`src/rtl/lsu_wb.sv`:
```
`default_nettype none
// ============================================================================
// lsu_wb : load/store unit that maps byte/half/word core requests onto
//          word-aligned Wishbone cycles (sub-word stores via read-modify-write).
//          Optional ACK watchdog: define LSU_TIMEOUT_EN.
// Revision: 1.0
// ============================================================================
module lsu_wb #(
  parameter int ADDR_WIDTH     = 32,
  parameter int TIMEOUT_CYCLES = 16
) (
  input  logic                  clk,
  input  logic                  rst,
  input  logic                  req_valid,
  output logic                  req_ready,
  input  logic                  req_we,
  input  logic [1:0]            req_size,
  input  logic                  req_unsigned,
  input  logic [ADDR_WIDTH-1:0] req_addr,
  input  logic [31:0]           req_wdata,
  output logic                  resp_valid,
  output logic [31:0]           resp_rdata,
  output logic                  resp_err,
  output logic                  wb_cyc,
  output logic                  wb_stb,
  output logic                  wb_we,
  output logic [ADDR_WIDTH-1:0] wb_adr,
  output logic [31:0]           wb_dat_o,
  input  logic [31:0]           wb_dat_i,
  input  logic                  wb_ack
);

  typedef enum logic [2:0] {
    S_IDLE  = 3'd0,
    S_READ  = 3'd1,
    S_GAP   = 3'd2,
    S_WRITE = 3'd3,
    S_RESP  = 3'd4
  } state_t;

  state_t                  state_q, state_d;
  logic                    we_q, we_d;
  logic [1:0]              size_q, size_d;
  logic                    uns_q, uns_d;
  logic [1:0]              lane_q, lane_d;
  logic [31:0]             wdata_q, wdata_d;
  logic [ADDR_WIDTH-1:0]   adr_q, adr_d;
  logic [31:0]             dat_o_q, dat_o_d;
  logic [31:0]             rdata_q, rdata_d;
  logic                    err_q, err_d;
  logic                    cyc_q, cyc_d;
  logic                    wbwe_q, wbwe_d;
  logic                    valid_q, valid_d;
  logic                    misaligned;
  logic                    timeout;

  function automatic logic [31:0] load_ext(input logic [31:0] w, input logic [1:0] sz,
                                           input logic [1:0] ln, input logic uns);
    logic [7:0]  b;
    logic [15:0] h;
    b = w[{ln, 3'b000} +: 8];
    h = ln[1] ? w[31:16] : w[15:0];
    case (sz)
      2'd0:    load_ext = {{24{~uns & b[7]}}, b};
      2'd1:    load_ext = {{16{~uns & h[15]}}, h};
      default: load_ext = w;
    endcase
  endfunction

  function automatic logic [31:0] merge(input logic [31:0] w, input logic [31:0] d,
                                        input logic [1:0] sz, input logic [1:0] ln);
    logic [31:0] r;
    r = w;
    if (sz == 2'd0)
      r[{ln, 3'b000} +: 8] = d[7:0];
    else if (sz == 2'd1)
      r[{ln[1], 4'b0000} +: 16] = d[15:0];
    else
      r = d;
    return r;
  endfunction

  assign misaligned = (req_size == 2'd3) ||
                      (req_size == 2'd1 && req_addr[0]) ||
                      (req_size == 2'd2 && req_addr[1:0] != 2'b00);

`ifdef LSU_TIMEOUT_EN
  localparam int TW = $clog2(TIMEOUT_CYCLES + 1);
  logic [TW-1:0] tmr_q, tmr_d;

  // Counter restarts whenever a bus state is (re)entered, including GAP->WRITE.
  always_comb begin
    tmr_d = '0;
    if ((state_q == S_READ || state_q == S_WRITE) && state_d == state_q)
      tmr_d = tmr_q + 1'b1;
  end

  always_ff @(posedge clk) begin
    if (rst) tmr_q <= '0;
    else     tmr_q <= tmr_d;
  end

  assign timeout = (tmr_q == TW'(TIMEOUT_CYCLES - 1));
`else
  assign timeout = 1'b0;
`endif

  always_comb begin
    state_d = state_q;
    we_d    = we_q;
    size_d  = size_q;
    uns_d   = uns_q;
    lane_d  = lane_q;
    wdata_d = wdata_q;
    adr_d   = adr_q;
    dat_o_d = dat_o_q;
    rdata_d = rdata_q;
    err_d   = 1'b0;
    case (state_q)
      S_IDLE: begin
        if (req_valid) begin
          we_d    = req_we;
          size_d  = req_size;
          uns_d   = req_unsigned;
          lane_d  = req_addr[1:0];
          wdata_d = req_wdata;
          adr_d   = {req_addr[ADDR_WIDTH-1:2], 2'b00};
          if (misaligned) begin
            state_d = S_RESP;
            err_d   = 1'b1;
            rdata_d = '0;
          end else if (!req_we || req_size != 2'd2) begin
            state_d = S_READ;
          end else begin
            state_d = S_WRITE;
            dat_o_d = req_wdata;
          end
        end
      end
      S_READ: begin
        if (wb_ack) begin
          if (!we_q) begin
            state_d = S_RESP;
            rdata_d = load_ext(wb_dat_i, size_q, lane_q, uns_q);
          end else begin
            state_d = S_GAP;
            dat_o_d = merge(wb_dat_i, wdata_q, size_q, lane_q);
          end
        end else if (timeout) begin
          state_d = S_RESP;
          err_d   = 1'b1;
          rdata_d = '0;
        end
      end
      // Lets the slave's registered ACK from the read drain with CYC low.
      S_GAP:   state_d = S_WRITE;
      S_WRITE: begin
        if (wb_ack) begin
          state_d = S_RESP;
          rdata_d = '0;
        end else if (timeout) begin
          state_d = S_RESP;
          err_d   = 1'b1;
          rdata_d = '0;
        end
      end
      S_RESP:  state_d = S_IDLE;
      default: state_d = S_IDLE;
    endcase
    cyc_d   = (state_d == S_READ) || (state_d == S_WRITE);
    wbwe_d  = (state_d == S_WRITE);
    valid_d = (state_d == S_RESP);
  end

  always_ff @(posedge clk) begin
    if (rst) begin
      state_q <= S_IDLE;
      we_q    <= 1'b0;
      size_q  <= 2'd0;
      uns_q   <= 1'b0;
      lane_q  <= 2'd0;
      wdata_q <= '0;
      adr_q   <= '0;
      dat_o_q <= '0;
      rdata_q <= '0;
      err_q   <= 1'b0;
      cyc_q   <= 1'b0;
      wbwe_q  <= 1'b0;
      valid_q <= 1'b0;
    end else begin
      state_q <= state_d;
      we_q    <= we_d;
      size_q  <= size_d;
      uns_q   <= uns_d;
      lane_q  <= lane_d;
      wdata_q <= wdata_d;
      adr_q   <= adr_d;
      dat_o_q <= dat_o_d;
      rdata_q <= rdata_d;
      err_q   <= err_d;
      cyc_q   <= cyc_d;
      wbwe_q  <= wbwe_d;
      valid_q <= valid_d;
    end
  end

  assign req_ready  = (state_q == S_IDLE);
  assign resp_valid = valid_q;
  assign resp_rdata = rdata_q;
  assign resp_err   = err_q;
  assign wb_cyc     = cyc_q;
  assign wb_stb     = cyc_q;
  assign wb_we      = wbwe_q;
  assign wb_adr     = adr_q;
  assign wb_dat_o   = dat_o_q;

endmodule
`default_nettype wire

```
`config.mk`:
```
export PLATFORM = sky130hd
export DESIGN_NAME = lsu_wb
export DESIGN_NICKNAME = d
export VERILOG_FILES = /design/src/rtl/lsu_wb.sv
export SDC_FILE = /design/constraint.sdc
export NUM_CORES = 1
export LEC_CHECK = 0
export CAP_MARGIN = 40
export CORE_UTILIZATION = 48
export DETAILED_ROUTE_END_ITERATION = 7
export HOLD_SLACK_MARGIN = 0.03
export PLACE_DENSITY_LB_ADDON = 0.05
export SETUP_SLACK_MARGIN = 0.1
export SYNTH_ARGS = -nofsm -noshare
export SYNTH_HDL_FRONTEND = slang
export SYNTH_SLANG_ARGS = --single-unit
export TNS_END_PERCENT = 20
```
`constraint.sdc`:
```
create_clock -name clk -period 3.25 [get_ports clk]
set_clock_uncertainty 0.1 [all_clocks]
set_input_delay 0.65 -clock clk [delete_from_list [all_inputs] [get_ports clk]]
set_output_delay 0.65 -clock clk [all_outputs]
set_load 0.02 [all_outputs]
```
Yosys cells after proc, flatten, opt, wreduce, memory -nomap -nowiden

Cells that the tools add are included.

Register bits after elaboration: 139
Logic and storage cells: 86
Memories kept: 0
RAM bits: 0
Latch bits: 0
Memory bits (read-only): 0

Multiply operators: 0
Shift-type cells: 5
Add/subtract/negate cells: 2
Bitwise operators: 5
Div/mod/pow operators: 0
Eq/ne operators: 19
Reductions and logical operators: 16
Order comparisons: 0
Mux-type cells: 26

Operators by type and width:

| kind                    | count |
|---|---|
| $mux 32                 | 12 |
| $pmux 32 s2             | 2 |
| $pmux 32 s3             | 1 |
| $bwmux 32               | 2 |
| $shift 16x7->32 const A | 1 |
| $shift 8x7->32 const A  | 1 |
| $shiftx 16x7->32        | 1 |
| $shiftx 32x6->8         | 1 |
| $shiftx 8x7->32         | 1 |
| $mux 16                 | 1 |
| $ne 2x2->1 const B      | 8 |
| $mux 3                  | 5 |
| $neg 5->7               | 2 |
| $pmux 3 s4              | 1 |
| $reduce_and 6->1        | 2 |
| $eq 3x2->1 const B      | 3 |
| $eq 3x1->1 const B      | 2 |
| $eq 2x1->1 const B      | 2 |
| $eq 2x2->1 const B      | 2 |
| $logic_or 1x1->1        | 4 |
| $reduce_bool 2->1       | 2 |
| $eq 3x3->1 const B      | 1 |
| $logic_not 3->1         | 1 |
| $not 1->1               | 3 |
| other kinds (10)        | 12 |

Depth between registers and ports, before layout

Gate-level depths: netlist (run 1).

Word-level depth: 9
Depth in mapped cells: 9
Gate-level depth less buffers: 6

Least setup slack after synthesis (run 1)

No wires, ideal clock.

Path kind: register to register
Start point: register lane_q[1]
End point: register dat_o_q[11], in the netlist wb_dat_o[11]
Setup slack: 0.869 ns
Required time: 3.059 ns
Arrival time: 2.190 ns
Stages on the path, launching flop included: 10
Cells stage by stage: dfxtp_1 -> buf_2 -> buf_2 -> inv_1 -> ha_1 -> and4b_1 -> buf_1 -> a221oi_1 -> a211o_1 -> a311oi_1

Longest elaborated chain between the ends: 8
Elaborated cells between the ends (all ways): 13
Classes of those cells: 2 x add/sub; 4 x shift; 7 x mux

RTL lines:

| what                                                | line | RTL |
|---|---|---|
| start: declaration                                  | 45   | `logic [1:0] lane_q, lane_d;` |
| start signal: assignment                            | 195  | `lane_q <= lane_d;` |
| $neg 5->7                                           | 77   | `r[{ln[1], 4'b0000} +: 16] = d[15:0];` |
| $shiftx 16x7->32 or $shift 16x7->32 (tied branches) | 77   |  |
| $bwmux 32                                           | 77   |  |
| $mux 32                                             | 76   | `else if (sz == 2'd1)` |
| $mux 32 (*)                                         | 74   | `if (sz == 2'd0)` |
| $mux 32 (*)                                         | 142  | `if (!we_q) begin` |
| $mux 32 (*)                                         | 141  | `if (wb_ack) begin` |
| $pmux 32 s2 (*)                                     | 119  | `case (state_q)` |
| end signal: assignment                              | 198  | `dat_o_q <= dat_o_d;` |
| end: declaration                                    | 48   | `logic [31:0] dat_o_q, dat_o_d;` |

Every way passes the cells marked *; elsewhere a longest branch is shown, timed or not. The select of a mux whose other input is x is not followed.
A chain may end at the register's enable or synchronous reset.

Worst setup path after layout (run 1)

Start point: register state_q[1]
End point: output port req_ready

Longest elaborated chain between the ends: 1

RTL lines:

| what                     | line | RTL |
|---|---|---|
| start: declaration       | 41   | `state_t state_q, state_d;` |
| start signal: assignment | 191  | `state_q <= state_d;` |
| $logic_not 3->1          | 207  | `assign req_ready = (state_q == S_IDLE);` |
| end: declaration         | 15   | `output logic req_ready,` |

No other way between the ends.

==> results by group, run 1 <==
GRT
  – First-pass GRT wire length: roughly 35,000 µm
  – GR Util All Layers: between 30% and 40%
  – Initial antenna violation count: 0
  – Largest net degree at the start of global routing: 55
  – Vias in the first global route: just under 7,000
  – Grt total ovfl: 0

Yosys
  – Fraction of registers with async set or reset after synthesis: 0%
  – Syn_area_per_cell: between 8 and 9 µm²
  – Yosys cell types: 59
  – Simple-gate share of the synthesized area: between 10% and 20%
  – Yosys reg bits: 139
  – YS warnings: 0
  – Xor/xnor share of the synthesized area: 0%
  – Sequential area share after synthesis: between 40% and 50%
  – Synth Area in Adders: less than 1%
  – Compound-Gate Fraction of Synth Area: 28.7%
  – Dominant synthesized flop cell: dfxtp_1
  – Main combinational cell family by area after synthesis: compound AO/OA/AOI/OAI gates
  – Gate Count Post-Synth: between 800 and 900
  – Area of the mapped netlist: 6900 µm²
  – EDFF count, synth: 0
  – Multiplexer share of the synthesized area: about 5.6%

Timing
  – Rel. slew slack: about 51%
  – Tcrit/Tclk final: roughly 80%
  – Post-layout min period: about 2.7 ns
  – Count of pins over their slew limit: 0
  – Final setup fails: 0
  – Fmax: 374 MHz
  – Fin worst setup slack: 0.580 ns
  – Unrepaired setup endpoints after global routing: false
  – Slew @ Worst Pin: ~0.74 ns
  – Hold Vio Cnt, Final: 0
  – Total Neg Setup Slack: 0 ns

Die
  – Die footprint: around 15,000 µm²
  – Die W: around 120 µm
  – Die Y: 122 µm
  – Ports: ~210
  – Core ar.: around 14,000 µm²
  – Core Rows: 43
  – Initial Util: 49.5%

Cells and area
  – Multi-input gate area: about 3700 µm²
  – Synth-to-Final Area Change: 39.4%
  – Fill count: 1,094
  – Share of cells above drive strength 1: between 7 and 8%
  – N_diodes: 0
  – Final net count: between 1,000 and 1,500
  – Seq. cell area: 2790 µm²

Placed design
  – Setup WS pre-CTS: between 0.4 and 0.5 ns
  – Hpwl dp: between 15,000 and 20,000 µm
  – Port bufs: between 200 and 250
  – GP Congestion: about 0.9

Routing
  – Via-to-Cell Ratio: between 6 and 7
  – # DRC: 0
  – DRT Wirelength: approximately 23,000 µm
  – Via Count: roughly 7,300
  – First-pass iteration count of the detailed router: 5
  – Wirelength per Cell: between 15 and 20 µm
  – Antenna viol nets, final: 0
  – Initial DRC Count: 642

CTS
  – Hold Buf Count CTS: 0
  – Cells resized by post-CTS repair: 0
  – CTS Buffer Depth: 2
  – Clock slew at reported path FFs: 0.06 ns
  – TritonCTS clock tree: done
  – H-tree level count: 4
  – Root Driver: clkbuf_16
  – Clock Sinks: about 140
  – Clock latency on the worst-skew pair: approximately 0.42 ns
  – Post-CTS Setup Repair Bufs: 0
  – CTS buffer count: 17

Power and ir drop
  – Leak Pwr: about 3.4 nW
  – VDD IR-drop max: around 0.33 mV
  – Power Dens Cells: approximately 510 nW/µm²

Setup path
  – Type of the worst setup path: reg -> out
  – Highest cell delay on the worst timing path: 0.68 ns
  – Crit path buf inv count: 1
  – Worst EP required: 2.50 ns
  – Worst Setup Start Kind: flop
  – CP delay by family, top: buffers and inverters
  – CP Max Fanout: 11
  – Arr. time, crit path: about 1.9 ns
  – Crit-path slowest cell: clkdlybuf4s50_1
  – Crit. End Element: output pin
  – Crit-path cells: nor3_1, clkdlybuf4s50_1

Run status
  – Status: finished, final reports clean

Min path
  – Worst hold-check path type: reg -> reg

Flow run
  – Max-cap viol count: 0
## power breakdown
part | internal, mW | switching, mW | leakage [nW]
Combinational | 0.455 | 0.583 | 1.96
Clock | 1.17 | 0.765 | 0.278
Sequential | 1.80 | 0.0945 | 1.13
Total | 3.43 | 1.44 | 3.37
## synth_stat cells (all sizes together), types with 6 or more instances
cell type | instances | area [µm²]
nand2 | 170 | 641
dfxtp | 139 | 2780
a21oi | 96 | 480
clkbuf | 49 | 184
o21ai | 48 | 240
buf | 32 | 179
mux2i | 32 | 320
nor3 | 30 | 155
a221o | 23 | 230
o22ai | 23 | 144
a311oi | 20 | 175
o2bb2ai | 20 | 175
nor2 | 18 | 70.1
a221oi | 16 | 140
nor2b | 15 | 93.8
inv | 12 | 45.0
nand2b | 11 | 68.8
a211o | 9 | 78.8
nand4 | 8 | 50.1
o31ai | 8 | 60.1
a32o | 6 | 60.1
o32ai | 6 | 52.6
## final cells by class
class,count,share of cell area [%]
clock inverters,13,1.48
repair buffers,230,23.3
clock buffers,19,4.71
well taps,180,2.34
flip-flops and latches,139,28.9
multi-input cells,609,38.7
inverters,13,0.507
## flip-flops by register name, summed over array words and instances, names as in the netlist
register    count
lane_q          2
resp_err        1
wb_we           1
uns_q           1
resp_valid      1
wdata_q        32
size_q          2
wb_adr         30
wb_dat_o       32
we_q            1
wb_cyc          1
state_q         3
resp_rdata     32
## layout by cell type, fill, tap and decap left out, types with 17 or more instances in the layout
master	instances
nor3_1	29
dfxtp_1	137
a21oi_1	96
mux2i_1	32
o2bb2ai_1	20
a311oi_1	20
nor2_1	17
o21ai_0	47
a221o_1	23
buf_4	25
clkbuf_16	17
clkdlybuf4s50_1	202
nand2_1	168
o22ai_1	23
## worst paths after layout
kind | start | endpoint | slack [ns] | cells after the start
hold / removal | wb_adr[31] | wb_adr[31] | 0.35 | 2
setup / recovery | state_q[1] | req_ready | 0.58 | 2
setup reg to reg | lane_q[1] | wb_dat_o[28] | 0.68 | 6
hold reg to reg | wb_adr[31] | wb_adr[31] | 0.35 | 2
## through the flow
step / total power, mW / hold slack (ns) / util [%] / cells / instance area, µm²
after floorplan: 2.51 / 0.333 / - / 842 / 6910
after global placement: 2.92 / 0.340 / 64.6 / 1168 / 9000
after detailed placement: 2.95 / 0.347 / 64.8 / 1171 / 9030
final: 4.87 / 0.354 / 69.0 / 1203 / 9620
after global routing: 5.06 / 0.370 / 69.0 / 1203 / 9620
after CTS: 4.87 / 0.357 / 69.0 / 1203 / 9620
## worst reg2reg max path: cells and delay by family, from the launching register on
family | cells | cell delay [ns]
flip-flops | 1 | 0.34
AO/OA/AOI/OAI | 3 | 0.90
buffers and inverters | 1 | 0.56
AND/OR/NAND/NOR | 1 | 0.16
adder cells (fa/ha/maj) | 1 | 0.38
## cells by family (layout without fill, tap and decap cells)
logic type,Yosys count,after routing
AND/OR/NAND/NOR,273,273
flip-flops,139,139
AO/OA/AOI/OAI,292,292
other,1,2
multiplexers,37,37
buffers and inverters,94,275
adder cells (fa/ha/maj),5,5
## layer usage
layer | track usage, % | wire (µm) | up-vias
li1 | - | - | 3428
met5 | 0 | 0 | -
met3 | 8.94 | 2090 | 52
met2 | 46.4 | 10300 | 377
met1 | 41.2 | 10000 | 3489
met4 | 12.7 | 593 | 0
No activity file was read; power rests on OpenSTA's default activity.
==> inputs of run 2 (changes only) <==
--- a/config.mk
+++ b/config.mk
@@ -6,7 +6,7 @@
 export NUM_CORES = 1
 export LEC_CHECK = 0
 export CAP_MARGIN = 40
-export CORE_UTILIZATION = 48
+export CORE_UTILIZATION = 43
 export DETAILED_ROUTE_END_ITERATION = 7
 export HOLD_SLACK_MARGIN = 0.03
 export PLACE_DENSITY_LB_ADDON = 0.05
==> constraint.sdc (replaced) <==
create_clock -name clk -period 2.36 [get_ports clk]
set_clock_uncertainty 0.1 [all_clocks]
set_input_delay 0.472 -clock clk [delete_from_list [all_inputs] [get_ports clk]]
set_output_delay 0.472 -clock clk [all_outputs]
set_load 0.02 [all_outputs]
==> run 2 against run 1 <==
  * Non-clock buffer count is 30 higher
  * Count of clock-buffer cells in the layout is 1 lower
  * First-iteration DRC count is 7.5% higher
  * Clock power is 59% higher
  * Design area is 4.4% higher
  * Critical path depth is 5 higher
  * Via count hardly changed
  * Total power is 48% higher
  * Largest cell class unchanged
==> results by group, run 2 (synthesis gave the netlist of run 1 again) <==
Routing
  – Via Count: 7,339 (-0.095%)
  – Initial DRC Count: 690 (+7.5%)
  – # DRC: 0 (unchanged)
  – Via-to-Cell Ratio: 5.81 (-4.8%)
  – Wirelength per Cell: 19.5 µm (+1.9%)
  – Antenna viol nets, final: 0 (unchanged)
  – DRT Wirelength: 24,600 µm (+7.0%)
  – First-pass iteration count of the detailed router: 7 (+2)

CTS
  – CTS Buffer Depth: 2 (unchanged)
  – Hold Buf Count CTS: 0 (unchanged)
  – Clock slew at reported path FFs: 0.06 ns (about the same)
  – CTS buffer count: 17 (unchanged)
  – Clock Sinks: 139 (unchanged)
  – H-tree level count: 4 (unchanged)
  – Clock latency on the worst-skew pair: 0.42 ns (about the same)
  – Root Driver: clkbuf_16
  – TritonCTS clock tree: done

GRT
  – First-pass GRT wire length: 37,800 µm (+6.9%)
  – Grt met1 use: 41.4% (+0.17 points)
  – Vias in the first global route: 6,742 (-0.059%)
  – Grt peak-use layer: met2
  – Largest net degree at the start of global routing: 55 (unchanged)
  – Grt total ovfl: 0 (unchanged)
  – GR Util All Layers: 29.7% (-1.1 points)
  – Initial antenna violation count: 0 (unchanged)
  – Met2 GRT Util: 45.8% (-0.61 points)
  – Met3 Use GR: 6.24% (-2.7 points)

Placed design
  – Hpwl dp: 17,300 µm (+3.9%)
  – GP Congestion: 0.946 (+5.5%)
  – Port bufs: 203 (unchanged)

Die
  – Core ar.: 15,400 µm² (+11%)
  – Die footprint: 16,600 µm² (+11%)
  – Ports: 206 (unchanged)
  – Initial Util: 44.8% (-4.8 points)
  – Die Y: 129 µm (+5.6%)
  – Die W: 129 µm (+5.6%)
  – Core Rows: 45 (+4.7%)

Cells and area
  – Final net count: 1,149 (+2.7%)
  – Post-Route Utilization: 65.1% (-3.9 points)
  – Synth-to-Final Area Change: 45.5%
  – Most common cell after layout, fill and taps aside: clkdlybuf4s50_1
  – Share of cells above drive strength 1: 10.7% (+2.8 points)
  – N_diodes: 0 (unchanged)
  – Commonest non-fill, non-tap cells in the layout: clkdlybuf4s50_1 (201), nand2_1 (168), dfxtp_1 (137)

Setup path
  – CP Max Fanout: 8 (-3)
  – Crit-path slowest cell: and4bb_2
  – CP delay by family, top: compound AO/OA/AOI/OAI gates
  – Type of the worst setup path: reg -> reg
  – Highest cell delay on the worst timing path: 0.39 ns (-0.29 ns)
  – Arr. time, crit path: 2.43 ns (+0.51 ns)
  – Crit path buf inv count: 2 (+1)
  – Crit-path cells: inv_1, ha_1, buf_4, and4bb_2, o21ai_0, a221o_1, a311oi_1
  – Crit. End Element: flop
  – Worst EP required: 2.59 ns (+0.09 ns)
  – Worst Setup Start Kind: flop

Power and ir drop
  – Leak Pwr: 3.58 nW (+6.3%)
  – VDD IR-drop max: 0.613 mV (+86%)
  – Power Dens Cells: 717 nW/µm² (+42%)
  – Total Power: 7.20 mW (+48%)

Timing
  – Total Neg Setup Slack: 0 ns (unchanged)
  – Hold slack: 0.323 ns (-0.0312 ns)
  – Slew @ Worst Pin: 0.730 ns (-0.00626 ns)
  – Tcrit/Tclk final: slightly above 90%
  – Count of pins over their slew limit: 0 (unchanged)
  – Hold Vio Cnt, Final: 0 (unchanged)
  – Final setup fails: 0 (unchanged)
  – Rel. slew slack: 50.9% (+0.42 points)
  – Unrepaired setup endpoints after global routing: true
  – Fmax: approximately 450 MHz
  – Post-layout min period: around 2.2 ns

Min path
  – Worst hold-check path type: in -> reg

Flow run
  – Max-cap viol count: 0 (unchanged)

Run status
  – Status: finished, final reports clean
## run 2: cell count changes in the layout (fill, tap and decap cells not counted), moves of 2 or more
cell        previous run  this run
buf_4                 25        50
bufinv_16              2         6
clkinvlp_4             5         2
buf_12                 1         6
clkinv_2               2         0
## run 2: per-stage QoR
stage,std cells,instance area (µm²),worst slack [ns]
4_1_cts,1263,10000,0.0239
2_1_floorplan,842,6910,0.0525
3_3_place_gp,1231,9330,-0.259
3_5_place_dp,1232,9340,-0.114
6_report,1263,10000,0.152
5_1_grt,1263,10000,0.0125
## run 2: worst register-to-register path, cell delays in order (launching register included)
cell and delay [ns]:
dfxtp_1 0.33, inv_1 0.08, ha_1 0.32, buf_4 0.15, and4bb_2 0.39, o21ai_0 0.10, a221o_1 0.38, a311oi_1 0.28
## run 2: worst paths after layout
path,slack [ns],startpoint,cells after the start,endpoint
worst max-delay path,0.15,lane_q[0],7,wb_dat_o[1]
worst min-delay path,0.32,rst,3,state_q[2]
worst max register to register,0.15,lane_q[0],7,wb_dat_o[1]
worst min register to register,0.35,wb_adr[8],2,wb_adr[8]
## run 2: cell type report
class                           instances  area (µm²)
Inverter                               13        48.8
Clock inverter                         13         239
Sequential cell                       139        2790
Clock buffer                           18         439
Tap cell                              211         264
Multi-Input combinational cell        609        3740
Fill cell                            1408        5380
Timing Repair Buffer                  260        2530
## run 2: report_power, final
| part | leakage, nW | internal, mW | switching (mW) |
|---|---|---|---|
| sequential | 1.13 | 2.48 | 0.126 |
| clock | 0.323 | 2.02 | 1.06 |
| combinational | 2.13 | 0.682 | 0.836 |
## run 2: what timing repair did
action,in CTS,in global routing
gates cloned,0,0
pin swaps,0,0
buffers inserted,0,0
gates resized for setup,4,3
endpoints found under the setup margin,15,19
## run 2: routing by layer
| layer | vias up | wire length [µm] |
|---|---|---|
| met4 | 0 | 626 |
| met3 | 50 | 1720 |
| met1 | 3498 | 11000 |
| met2 | 309 | 11300 |
| li1 | 3482 | - |
| met5 | - | 0 |
